===== src/rtl/conv_pkg.sv =====
// Shared types for the convolution controllers.
package conv_pkg;

   // Fetch sequencer states: wait for start, issue pairs, wait for the
   // last ROM read, then pulse completion.
   typedef enum logic [1:0] {
      IDLE   = 2'd0,
      RUN    = 2'd1,
      DRAIN  = 2'd2,
      FINISH = 2'd3
   } fetch_state_t;

endpackage


===== src/rtl/conv_index_gen.sv =====
// Output/tap index walker for the 1-D convolution.
// n is the output index and k the x index. For each n, k runs from
// kmin = max(0, n-Nh+1) to kmax = min(n, Nx-1). The h index is n-k.
module conv_index_gen #(
   parameter int ADDRESS_WIDTH = 5
) (
   input  logic                     clk,
   input  logic                     rst,
   input  logic                     load,
   input  logic                     step,
   input  logic [ADDRESS_WIDTH:0]   size_x,
   input  logic [ADDRESS_WIDTH:0]   size_h,
   output logic [ADDRESS_WIDTH:0]   n,
   output logic [ADDRESS_WIDTH-1:0] x_index,
   output logic [ADDRESS_WIDTH-1:0] h_index,
   output logic                     is_first,
   output logic                     is_last_k,
   output logic                     is_last_n
);

   localparam int AW = ADDRESS_WIDTH;
   localparam logic [AW:0]   ONE = 1;
   localparam logic [AW+1:0] TWO = 2;

   logic [AW:0]   n_reg;
   logic [AW:0]   k_reg;
   logic [AW:0]   n_inc;
   logic [AW:0]   kmin;
   logic [AW:0]   kmin_inc;
   logic [AW:0]   kmax;
   logic [AW+1:0] n_final;

   // Compare before subtracting so small n never wraps below zero.
   function automatic logic [AW:0] kmin_of(input logic [AW:0] idx,
                                           input logic [AW:0] nh);
      if (idx >= nh)
         return idx - nh + ONE;
      else
         return '0;
   endfunction

   // Window bounds for the current output and the one after it.
   always_comb begin
      n_inc    = n_reg + ONE;
      kmin     = kmin_of(n_reg, size_h);
      kmin_inc = kmin_of(n_inc, size_h);
      kmax     = (n_reg < size_x) ? n_reg : (size_x - ONE);
      // Nx+Nh can reach 2**(AW+1), so the final index needs one extra bit.
      n_final  = {1'b0, size_x} + {1'b0, size_h} - TWO;
   end

   // Position flags and ROM indices.
   always_comb begin
      is_first  = (k_reg == kmin);
      is_last_k = (k_reg == kmax);
      is_last_n = ({1'b0, n_reg} == n_final);
      n         = n_reg;
      x_index   = k_reg[AW-1:0];
      // n-k is always in 0..Nh-1, so modular low-bit subtraction is exact.
      h_index   = n_reg[AW-1:0] - k_reg[AW-1:0];
   end

   // Advance k within an output; at kmax move to the next n and reload kmin.
   always_ff @(posedge clk or posedge rst) begin
      if (rst) begin
         n_reg <= '0;
         k_reg <= '0;
      end else if (load) begin
         n_reg <= '0;
         k_reg <= '0;
      end else if (step) begin
         if (is_last_k) begin
            n_reg <= n_inc;
            k_reg <= kmin_inc;
         end else begin
            k_reg <= k_reg + ONE;
         end
      end
   end

endmodule


===== src/rtl/conv_fetch_ctrl.sv =====
// Convolution fetch sequencer: drives x/h ROM addresses for every (k, n-k)
// pair and retimes the pair tags to line up with the one-cycle ROM data.
module conv_fetch_ctrl
   import conv_pkg::*;
#(
   parameter int DATA_WIDTH    = 8,
   parameter int ADDRESS_WIDTH = 5
) (
   input  logic                     clk,
   input  logic                     rst,
   input  logic                     start,
   input  logic [ADDRESS_WIDTH:0]   size_x,
   input  logic [ADDRESS_WIDTH:0]   size_h,
   output logic [ADDRESS_WIDTH-1:0] addr_x,
   output logic [ADDRESS_WIDTH-1:0] addr_h,
   input  logic [DATA_WIDTH-1:0]    x_data,
   input  logic [DATA_WIDTH-1:0]    h_data,
   output logic                     pair_valid,
   output logic [DATA_WIDTH-1:0]    pair_x,
   output logic [DATA_WIDTH-1:0]    pair_h,
   output logic                     pair_first,
   output logic                     pair_last,
   output logic [ADDRESS_WIDTH:0]   out_index,
   output logic                     busy,
   output logic                     done
);

   localparam int AW = ADDRESS_WIDTH;

   fetch_state_t state;
   fetch_state_t state_next;

   logic [AW:0]   nx_reg;
   logic [AW:0]   nh_reg;
   logic          sizes_zero;
   logic          load;
   logic          step;

   logic [AW:0]   n;
   logic [AW-1:0] x_index;
   logic [AW-1:0] h_index;
   logic          is_first;
   logic          is_last_k;
   logic          is_last_n;

   logic          valid_reg;
   logic          first_reg;
   logic          last_reg;
   logic [AW:0]   index_reg;

   assign sizes_zero = (size_x == '0) || (size_h == '0);

   conv_index_gen #(
      .ADDRESS_WIDTH(ADDRESS_WIDTH)
   ) u_index_gen (
      .clk      (clk),
      .rst      (rst),
      .load     (load),
      .step     (step),
      .size_x   (nx_reg),
      .size_h   (nh_reg),
      .n        (n),
      .x_index  (x_index),
      .h_index  (h_index),
      .is_first (is_first),
      .is_last_k(is_last_k),
      .is_last_n(is_last_n)
   );

   // State register.
   always_ff @(posedge clk or posedge rst) begin
      if (rst)
         state <= IDLE;
      else
         state <= state_next;
   end

   // Next-state logic; start is only looked at in IDLE.
   always_comb begin
      state_next = state;
      case (state)
         IDLE:    if (start) state_next = sizes_zero ? FINISH : RUN;
         RUN:     if (is_last_k && is_last_n) state_next = DRAIN;
         DRAIN:   state_next = FINISH;
         FINISH:  state_next = IDLE;
         default: state_next = IDLE;
      endcase
   end

   // Moore outputs and counter controls.
   always_comb begin
      busy   = 1'b0;
      done   = 1'b0;
      addr_x = '0;
      addr_h = '0;
      load   = 1'b0;
      step   = 1'b0;
      case (state)
         IDLE: begin
            load = start && !sizes_zero;
         end
         RUN: begin
            busy   = 1'b1;
            addr_x = x_index;
            addr_h = h_index;
            // Hold the counters on the final pair; they reload on the next start.
            step   = !(is_last_k && is_last_n);
         end
         DRAIN: begin
            busy = 1'b1;
         end
         FINISH: begin
            done = 1'b1;
         end
         default: ;
      endcase
   end

   // Capture the run sizes when a start is accepted.
   always_ff @(posedge clk or posedge rst) begin
      if (rst) begin
         nx_reg <= '0;
         nh_reg <= '0;
      end else if (state == IDLE && start) begin
         nx_reg <= size_x;
         nh_reg <= size_h;
      end
   end

   // Delay the issue tags one stage so they arrive with the ROM data.
   always_ff @(posedge clk or posedge rst) begin
      if (rst) begin
         valid_reg <= 1'b0;
         first_reg <= 1'b0;
         last_reg  <= 1'b0;
         index_reg <= '0;
      end else if (state == RUN) begin
         valid_reg <= 1'b1;
         first_reg <= is_first;
         last_reg  <= is_last_k;
         index_reg <= n;
      end else begin
         valid_reg <= 1'b0;
         first_reg <= 1'b0;
         last_reg  <= 1'b0;
         index_reg <= '0;
      end
   end

   assign pair_valid = valid_reg;
   assign pair_first = first_reg;
   assign pair_last  = last_reg;
   assign out_index  = index_reg;
   assign pair_x     = x_data;
   assign pair_h     = h_data;

endmodule

===== config.mk =====
export PLATFORM = sky130hd
export DESIGN_NAME = conv_fetch_ctrl
export DESIGN_NICKNAME = d
export VERILOG_FILES = /design/src/rtl/conv_pkg.sv /design/src/rtl/conv_index_gen.sv /design/src/rtl/conv_fetch_ctrl.sv
export SDC_FILE = /design/constraint.sdc
export NUM_CORES = 1
export LEC_CHECK = 0
export ABC_AREA = 1
export BUFFER_PORTS_ARGS = -buffer_cell sky130_fd_sc_hd__buf_4
export CAP_MARGIN = 40
export CORE_MARGIN = 2
export CORE_UTILIZATION = 58
export CTS_BUF_LIST = sky130_fd_sc_hd__clkbuf_16
export CTS_CLUSTER_SIZE = 12
export DETAILED_ROUTE_END_ITERATION = 8
export PLACE_DENSITY = 0.82
export SYNTH_ARGS = -nofsm -noshare
export SYNTH_HDL_FRONTEND = slang
export SYNTH_SLANG_ARGS = --single-unit
export TNS_END_PERCENT = 5

===== constraint.sdc =====
create_clock -name clk -period 3.5 [get_ports clk]
set_input_delay 0.35 -clock clk [delete_from_list [all_inputs] [get_ports clk]]
set_output_delay 0.35 -clock clk [all_outputs]
set_load 0.01 [all_outputs]

==> flow_summary.toml, run 1 <==
[run_status]
outcome = "completed"

[routing]
wl_um = 9532
viasPerCell = 5.589
drc = 0
vias = 3560
drtIter0Drc = 280
antenna_left = 0
drtPass1Iterations = 5
wl_per_cell_um = 14.96

[critical_path]
slowest_stage = "dfrtp_1"
crit_top_cell = "inv_1"
setup.worst_path.class = "register to register"
end_kind = "register"
slowest_delay_ns = 0.40
crit_chain = "inv_1 -> ha_1 -> inv_1 -> ha_1 -> inv_1 -> fa_1 -> nand3b_1 -> nand2_1 -> xor3_1 -> nor2_1 -> nand3_1 -> inv_1 -> nand3_1 -> nand2_2 -> nand2_2 -> nand2_1 -> nand2_1"
arrival_ns = 3.34
startpoint_type = "register"
path_max_fanout = 10
crit_required_ns = 3.67

[place]
numPlacedInstances = 630
gp_congestion = 0.9842
dp.final_hpwl_um = 7499
io_buffer_count = 35

[timing]
tightest_slew_ns = 0.5177
fin_skew_ns = 0.008176
rsz0062_at_grt = "false"
max_clock_freq_mhz = 315.3
finalSetupTns_ns = 0
finalHoldViolCount = 0
slew_viol_final = 0
maxSlewHeadroom = 0.6549
finalSetupViolCount = 0
fin_crit_sh = 0.9062
fin_crit_ns = 3.172

[final_layout]
nNetsFinal = 651
area.growth.synth_to_final_pct = 9.384
drive_gt1_frac = 0.1250
fin_cells = 637
n_antenna_cell = 0
layout_commonest_cell = "nand2_1"
mostFrequentLayoutCells = "131 x nand2_1, 91 x inv_1, 59 x nand3_1"

[power]
seqPwrFrac = 0.171
p_per_area_nw_per_um2 = 1019
internal_power_mw = 2.049
p_clk_frac = 0.098
p_comb_frac = 0.731
p_leak_nw = 2.467
swShare = 0.5213
switchingPower_mw = 2.231
ir_drop_v = 0.0005779

[synth]
yosysSeqAreaShare = 0.2281
yosysUniqueCellTypes = 33
synth-edff-count = 0
yosys_register_bits = 35
synth.avg_cell_area_um2 = 7.111
ys_warn_count = 0
synthArstFlopShare = 1.000
synth_flop_cell = "dfrtp_1"
syn-num-nets = 631
netlist_area_um2 = 3840
netlist_instances = 540

[floorplanning]
fp.dieW_um = 85.37
die-area_um2 = 7287
coreArea_um2 = 6386
die_height_um = 85.37
rows = 29
initial_core_util = 0.6013
ios = 68

[clock_network]
post-cts-setup-buffers = 0
cts_buffers = 5
cts_hold_buf = 0
clock_latency_ns = 0.28
cts_sinks = 35
cts_tree = "done"
clockBufferDepth = 2
cts-root-buf = "clkbuf_16"
cts-resized-gates = 0
path_clk_slew_ns = 0.06
htree_levels = 2

[global_routing]
grt_pass1_vias = 3557
antenna_found_initial = 0
grt-ovfl-total = 0
grt_pass1_wl_um = 16040
gr-usage-all-layers = 0.2762
grt_max_degree = 36

[worst_hold_path]
hold_path.class = "input pin to asynchronous set/reset pin"

[flow_run]
maxCapViolCount = 0
==> critical path: cells and delay by family, from the launching register on <==
| family | cells | cell delay (ns) |
|---|---|---|
| simple gates | 9 | 1.18 |
| fa+ha+maj | 3 | 0.83 |
| buf+inv | 4 | 0.42 |
| flops | 1 | 0.40 |
| xor+xnor | 1 | 0.22 |
==> power by group through the flow <==
stage / Clock (mW) / Combinational, mW / Sequential (mW)
final: 0.418 / 3.13 / 0.732
after global routing: 0.443 / 3.54 / 0.746
after CTS: 0.421 / 3.10 / 0.722
after detailed placement: 0 / 3.07 / 0.727
after global placement: 0 / 2.94 / 0.721
after floorplan: 0 / 2.42 / 0.658
==> metal layers <==
| layer | up-vias | part of all wire | track usage |
|---|---|---|---|
| met5 | - | 0 | 0 |
| met4 | 0 | 0.032 | 0.1097 |
| met3 | 37 | 0.084 | 0.06031 |
| met2 | 193 | 0.47 | 0.4659 |
| met1 | 1610 | 0.42 | 0.3438 |
| li1 | 1720 | - | - |
==> area by class of cell <==
type	count	area [um2]
Inverter	94	354.1
Tap cell	77	96.34
Fill cell	555	2186
Clock buffer	5	125.1
Sequential cell	35	875.8
Timing Repair Buffer	43	322.8
Clock inverter	2	8.758
Multi-Input combinational cell	381	2417
==> final timing paths <==
path / start / to / slack [ns] / cells after the start
max in group asynchronous: rst / out_index[3] / 3.01 / 3
hold / removal: rst / state[0] / 0.18 / 3
setup reg to reg: nh_reg[1] / u_index_gen.k_reg[1] / 0.33 / 17
min in group clk: size_x[2] / nx_reg[2] / 0.29 / 3
setup / recovery: nh_reg[1] / u_index_gen.k_reg[1] / 0.33 / 17
hold reg to reg: nh_reg[4] / nh_reg[4] / 0.49 / 2
==> Yosys cell counts (all sizes together), types with 2 or more instances <==
| master | number | area (um2) |
|---|---|---|
| a21oi | 9 | 45.04 |
| a31oi | 3 | 18.77 |
| buf | 23 | 166.4 |
| clkbuf | 7 | 26.28 |
| dfrtp | 35 | 875.8 |
| fa | 8 | 160.2 |
| ha | 52 | 650.6 |
| inv | 93 | 349.1 |
| nand2 | 137 | 529.3 |
| nand3 | 61 | 315.3 |
| nand3b | 3 | 22.52 |
| nand4 | 11 | 68.82 |
| nor2 | 40 | 170.2 |
| nor3 | 2 | 10.01 |
| nor4 | 3 | 18.77 |
| o21ai | 15 | 75.07 |
| or2 | 6 | 37.54 |
| xnor2 | 10 | 87.58 |
| xor2 | 16 | 140.1 |
==> kinds of logic after synthesis <==
| kind of cell | Yosys count | synth area share |
|---|---|---|
| simple gates | 263 | 0.3053 |
| xor+xnor | 28 | 0.07136 |
| fa+ha+maj | 60 | 0.2111 |
| compound gates | 30 | 0.04171 |
| flops | 35 | 0.2281 |
| buf+inv | 124 | 0.1424 |
==> metrics by stage <==
stage,setup WS [ns],utilization,cell area (um2),hold slack (ns),power (mW)
final,0.3282,0.6577,4200,0.1752,4.280
after global routing,0.1113,0.6577,4200,0.2160,4.726
after CTS,0.3697,0.6577,4200,0.1882,4.238
after detailed placement,0.3754,0.6368,4066,0.4764,3.795
after global placement,0.5874,0.6368,4066,0.4665,3.662
after floorplan,0.7934,-,3840,0.4530,3.074
(Power assumes the default switching activity.)
==> run 2, diff against run 1 <==
Settings changed: CAP_MARGIN 40 to 20, CORE_UTILIZATION 58 to 60, PLACE_DENSITY 0.82 to 0.85.
Clock period 3.5 ns to 3.81 ns, I/O delays scaled along.
==> run 2 against run 1 <==
Effect of this change: critical path depth stayed put; clock-buffer cell count stayed put; wire length is 0.85% lower; critical path type unchanged; die area is 3.2% lower; worst setup slack better by 0.30 ns; maximum frequency is 0.26% lower; hold slack better by 0.030 ns; first-iteration DRC count is 31% higher; critical endpoint is now u_index_gen.k_reg[2]; utilization is 0.90 points higher; combinational power is 8.3% lower; power is 8.3% lower; highest routed layer unchanged.
==> flow_summary.toml, run 2 (same netlist as run 1, synthesis figures left out) <==
[timing]
tightest_slew_ns = 0.6846
slew_viol_final = 0
fin_crit_sh = 0.8347
maxSlewHeadroom = 0.5436
finalSetupTns_ns = 0
rsz0062_at_grt = "false"
finalHoldViolCount = 0
fin_crit_ns = 3.180
fin_skew_ns = 0.003014
max_clock_freq_mhz = 314.5
finalSetupViolCount = 0
final.setup.worst_slack_ns = 0.6299

[global_routing]
gr-usage-all-layers = 0.2805
grt-ovfl-total = 0
grt_pass1_vias = 3433
grt_max_degree = 36
antenna_found_initial = 0
grt_pass1_wl_um = 15930

[clock_network]
cts_sinks = 35
cts_hold_buf = 0
post-cts-setup-buffers = 0
htree_levels = 2
cts-resized-gates = 0
path_clk_slew_ns = 0.06
cts-root-buf = "clkbuf_16"
cts_buffers = 5
clockBufferDepth = 2
clock_latency_ns = 0.28
cts_tree = "done"

[run_status]
outcome = "completed"

[power]
total_power_mw = 3.925
p_leak_nw = 2.457
p_per_area_nw_per_um2 = 937.7
ir_drop_v = 0.0005353

[place]
gp_congestion = 1.010
numPlacedInstances = 627
pre_cts_ws_ns = 0.6529
io_buffer_count = 35
dp.final_hpwl_um = 7418

[critical_path]
path_max_fanout = 10
startpoint_type = "register"
setup.worst_path.class = "register to register"
arrival_ns = 3.34
crit_required_ns = 3.97
end_kind = "register"

[routing]
wl_um = 9451
drc = 0
viasPerCell = 5.543
drtIter0Drc = 366
wl_per_cell_um = 14.88
vias = 3520
antenna_left = 0
drtPass1Iterations = 5

[worst_hold_path]
hold_path.class = "input pin to asynchronous set/reset pin"

[final_layout]
mostFrequentLayoutCells = "131 x nand2_1, 92 x inv_1, 59 x nand3_1"
fin_cells = 635
nNetsFinal = 648
area.growth.synth_to_final_pct = 8.993
drive_gt1_frac = 0.1201
layout_commonest_cell = "nand2_1"
n_fill_cell = 544
n_antenna_cell = 0

[floorplanning]
rows = 29
die-area_um2 = 7056
die_height_um = 84
fp.dieW_um = 84
initial_core_util = 0.6117
ios = 68
coreArea_um2 = 6277

[flow_run]
maxCapViolCount = 0
run 2: cell types whose count changed in the layout (fill, tap and decap cells not counted):
| cell | previous run | this run |
|---|---|---|
| buf_4 | 43 | 40 |
| clkinv_2 | 2 | 1 |
| clkinv_4 | 0 | 1 |
| inv_1 | 91 | 92 |
run 2: area by class of cell:
class	count	area, um2	area share
Clock inverter	3	16.27	0.003886
Clock buffer	5	125.1	0.02990
Inverter	94	354.1	0.08460
Tap cell	77	96.34	0.02302
Sequential cell	35	875.8	0.2093
Multi-Input combinational cell	381	2417	0.5776
Timing Repair Buffer	40	300.3	0.07175
run 2: worst paths after layout:
kind                            from              endpoint  slack, ns  depth (start not counted)
min in group clk           size_h[0]             nh_reg[0]       0.31                          3
hold / removal                   rst              state[0]       0.20                          3
max in group asynchronous        rst             nh_reg[5]       3.27                          3
setup reg to reg           nh_reg[1]  u_index_gen.k_reg[2]       0.63                         17
hold reg to reg            nh_reg[4]             nh_reg[4]       0.49                          2
setup / recovery           nh_reg[1]  u_index_gen.k_reg[2]       0.63                         17
run 2: critical path, cell delays in order, from the launching register on:
cell	delay, ns
dfrtp_1	0.40
inv_1	0.13
ha_1	0.25
inv_1	0.06
ha_1	0.19
inv_1	0.07
fa_1	0.40
nand3b_1	0.17
nand2_1	0.08
xor3_1	0.21
nor2_1	0.09
nand3_1	0.30
inv_1	0.14
nand3_1	0.10
nand2_2	0.20
nand2_2	0.12
nand2_1	0.09
nand2_1	0.06
run 2: where the power goes:
group | switching [mW] | internal [mW] | leakage, nW
Combinational | 1.72 | 1.14 | 1.93
Sequential | 0.165 | 0.497 | 0.458
Clock | 0.158 | 0.239 | 0.0726
run 2: layer usage:
metal	wire length, um	global-route usage	vias up
li1	-	-	1717
met1	3910	0.3583	1607
met2	4514	0.4742	165
met3	750	0.04550	31
met4	275	0.1114	0
met5	0	0	-
run 2: per-stage QoR:
| step | instance area [um2] | hold slack (ns) | utilization |
|---|---|---|---|
| 3_3_place_gp | 4044 | 0.4666 | 0.6442 |
| 3_5_place_dp | 4044 | 0.4806 | 0.6442 |
| 4_1_cts | 4185 | 0.2237 | 0.6667 |
| 2_1_floorplan | 3840 | 0.4530 | - |
| 5_1_grt | 4185 | 0.2524 | 0.6667 |
| 6_report | 4185 | 0.2050 | 0.6667 |
==> run 3, diff against run 2 <==
Settings changed: CORE_UTILIZATION 60 to 58, PLACE_DENSITY 0.85 to 0.82.
Clock period 3.81 ns to 3.34 ns, I/O delays scaled along.
==> run 3 against run 2 <==
Effect of this change: critical path depth shrank 2; clock-buffer cell count unchanged; combinational power rose by 15%; hold slack got worse by 0.057 ns; worst setup slack lost 0.33 ns; sequential cell count unchanged; sequential power is 16% higher; via count rose by 2.5%; global-route usage is 0.60 points lower; largest power group unchanged.
==> flow_summary.toml, run 3 (same netlist as run 1, synthesis figures left out) <==
[floorplanning]
die-area_um2 = 7287
coreArea_um2 = 6386
die_height_um = 85.37
fp.dieW_um = 85.37
ios = 68
rows = 29
initial_core_util = 0.6013

[critical_path]
slowest_delay_ns = 0.45
crit_top_cell = "nand2_2"
arrival_ns = 3.21
reg2reg_slack_ns = 0.30
path_max_fanout = 12
cp-startpoint = "nx_reg[4]"
rr_worst_depth = 15
critPathBufInv = 1
crit_required_ns = 3.50
crit_chain = "inv_1 -> ha_1 -> nand2_1 -> nor2_1 -> nand2_2 -> nand2_2 -> nand2_1 -> nand3_1 -> nand2_2 -> nor2_4 -> nand3_2 -> nor2_4 -> nand2_2 -> nand3_1 -> nand2_1"
setup.worst_path.class = "register to register"
worstReg2RegEnd = "u_index_gen.n[4]"
crit_family = "simple AND/OR/NAND/NOR gates"
slowest_stage = "dfrtp_1"
end_kind = "register"
worstReg2RegStart = "nx_reg[4]"
startpoint_type = "register"

[timing]
tightest_slew_ns = 0.4659
fin_crit_ns = 3.043
fin_skew_ns = 0.005282
maxSlewHeadroom = 0.6894
finalSetupViolCount = 0
slew_viol_final = 0
finalSetupTns_ns = 0
fin_crit_sh = 0.9112
rsz0062_at_grt = "false"
finalHoldViolCount = 0
max_clock_freq_mhz = 328.6

[clock_network]
clockBufferDepth = 2
path_clk_slew_ns = 0.06
cts_sinks = 35
cts-root-buf = "clkbuf_16"
cts_hold_buf = 0
cts_buffers = 5
cts_tree = "done"
cts-resized-gates = 0
clock_latency_ns = 0.28
htree_levels = 2
post-cts-setup-buffers = 0

[place]
io_buffer_count = 35
dp.final_hpwl_um = 7337
gp_congestion = 1.021

[global_routing]
grt_pass1_vias = 3454
grt_pass1_wl_um = 15870
gr-usage-all-layers = 0.2745
grt-ovfl-total = 0
grt_max_degree = 36
antenna_found_initial = 0

[power]
ir_drop_v = 0.0006261
p_per_area_nw_per_um2 = 1074
p_leak_nw = 2.471

[final_layout]
mostFrequentLayoutCells = "131 x nand2_1, 91 x inv_1, 59 x nand3_1"
final_util = 0.6612
drive_gt1_frac = 0.1299
area.growth.synth_to_final_pct = 9.971
n_antenna_cell = 0
nNetsFinal = 652
layout_commonest_cell = "nand2_1"

[routing]
viasPerCell = 5.646
drc = 0
drtPass1Iterations = 5
drtIter0Drc = 443
wl_per_cell_um = 15.00
wl_um = 9587
antenna_left = 0
vias = 3608

[run_status]
outcome = "completed"

[worst_hold_path]
hold_path.class = "input pin to asynchronous set/reset pin"

[flow_run]
maxCapViolCount = 0
-- run 3: tightest hold or removal path, delay by kind of cell --
family	cells	cell delay [ns]
buffers and inverters	3	0.53
-- run 3: worst max-delay path by stage --
stage,endpoint,cells after the start
2_1_floorplan,u_index_gen.k_reg[0],17
3_3_place_gp,u_index_gen.k_reg[5],14
6_report,u_index_gen.n[4],15
5_1_grt,u_index_gen.k_reg[3],17
3_5_place_dp,u_index_gen.k_reg[1],17
4_1_cts,u_index_gen.k_reg[3],17
-- run 3: area by class of cell --
| type | count | area (um2) |
|---|---|---|
| well taps | 77 | 96.34 |
| inverters | 94 | 354.1 |
| flip-flops and latches | 35 | 875.8 |
| repair buffers | 44 | 330.3 |
| clock inverters | 3 | 23.77 |
| multi-input cells | 381 | 2417 |
| fillers | 546 | 2163 |
| clock buffers | 5 | 125.1 |
-- run 3: layer usage --
metal | vias to the layer above | global-route usage | routed length (um)
li1 | 1724 | - | -
met1 | 1625 | 0.3584 | 4040
met2 | 209 | 0.4411 | 4352
met3 | 50 | 0.05156 | 844
met4 | 0 | 0.1270 | 350
met5 | - | 0 | 0
-- run 3: per-stage QoR --
stage | power, mW | instance area [um2] | setup slack [ns] | cells | hold slack [ns]
after floorplan | 3.221 | 3840 | 0.6334 | 540 | 0.4530
after global placement | 3.846 | 4074 | 0.5830 | 631 | 0.4673
after detailed placement | 3.961 | 4074 | 0.4385 | 631 | 0.4748
after CTS | 4.482 | 4223 | 0.3926 | 639 | 0.1780
after global routing | 5.003 | 4223 | 0.08911 | 639 | 0.2111
final | 4.535 | 4223 | 0.2967 | 639 | 0.1476
-- run 3: power by group --
| part | switching [mW] | internal, mW |
|---|---|---|
| registers | 0.204 | 0.566 |
| clock network | 0.191 | 0.279 |
| logic | 1.99 | 1.31 |
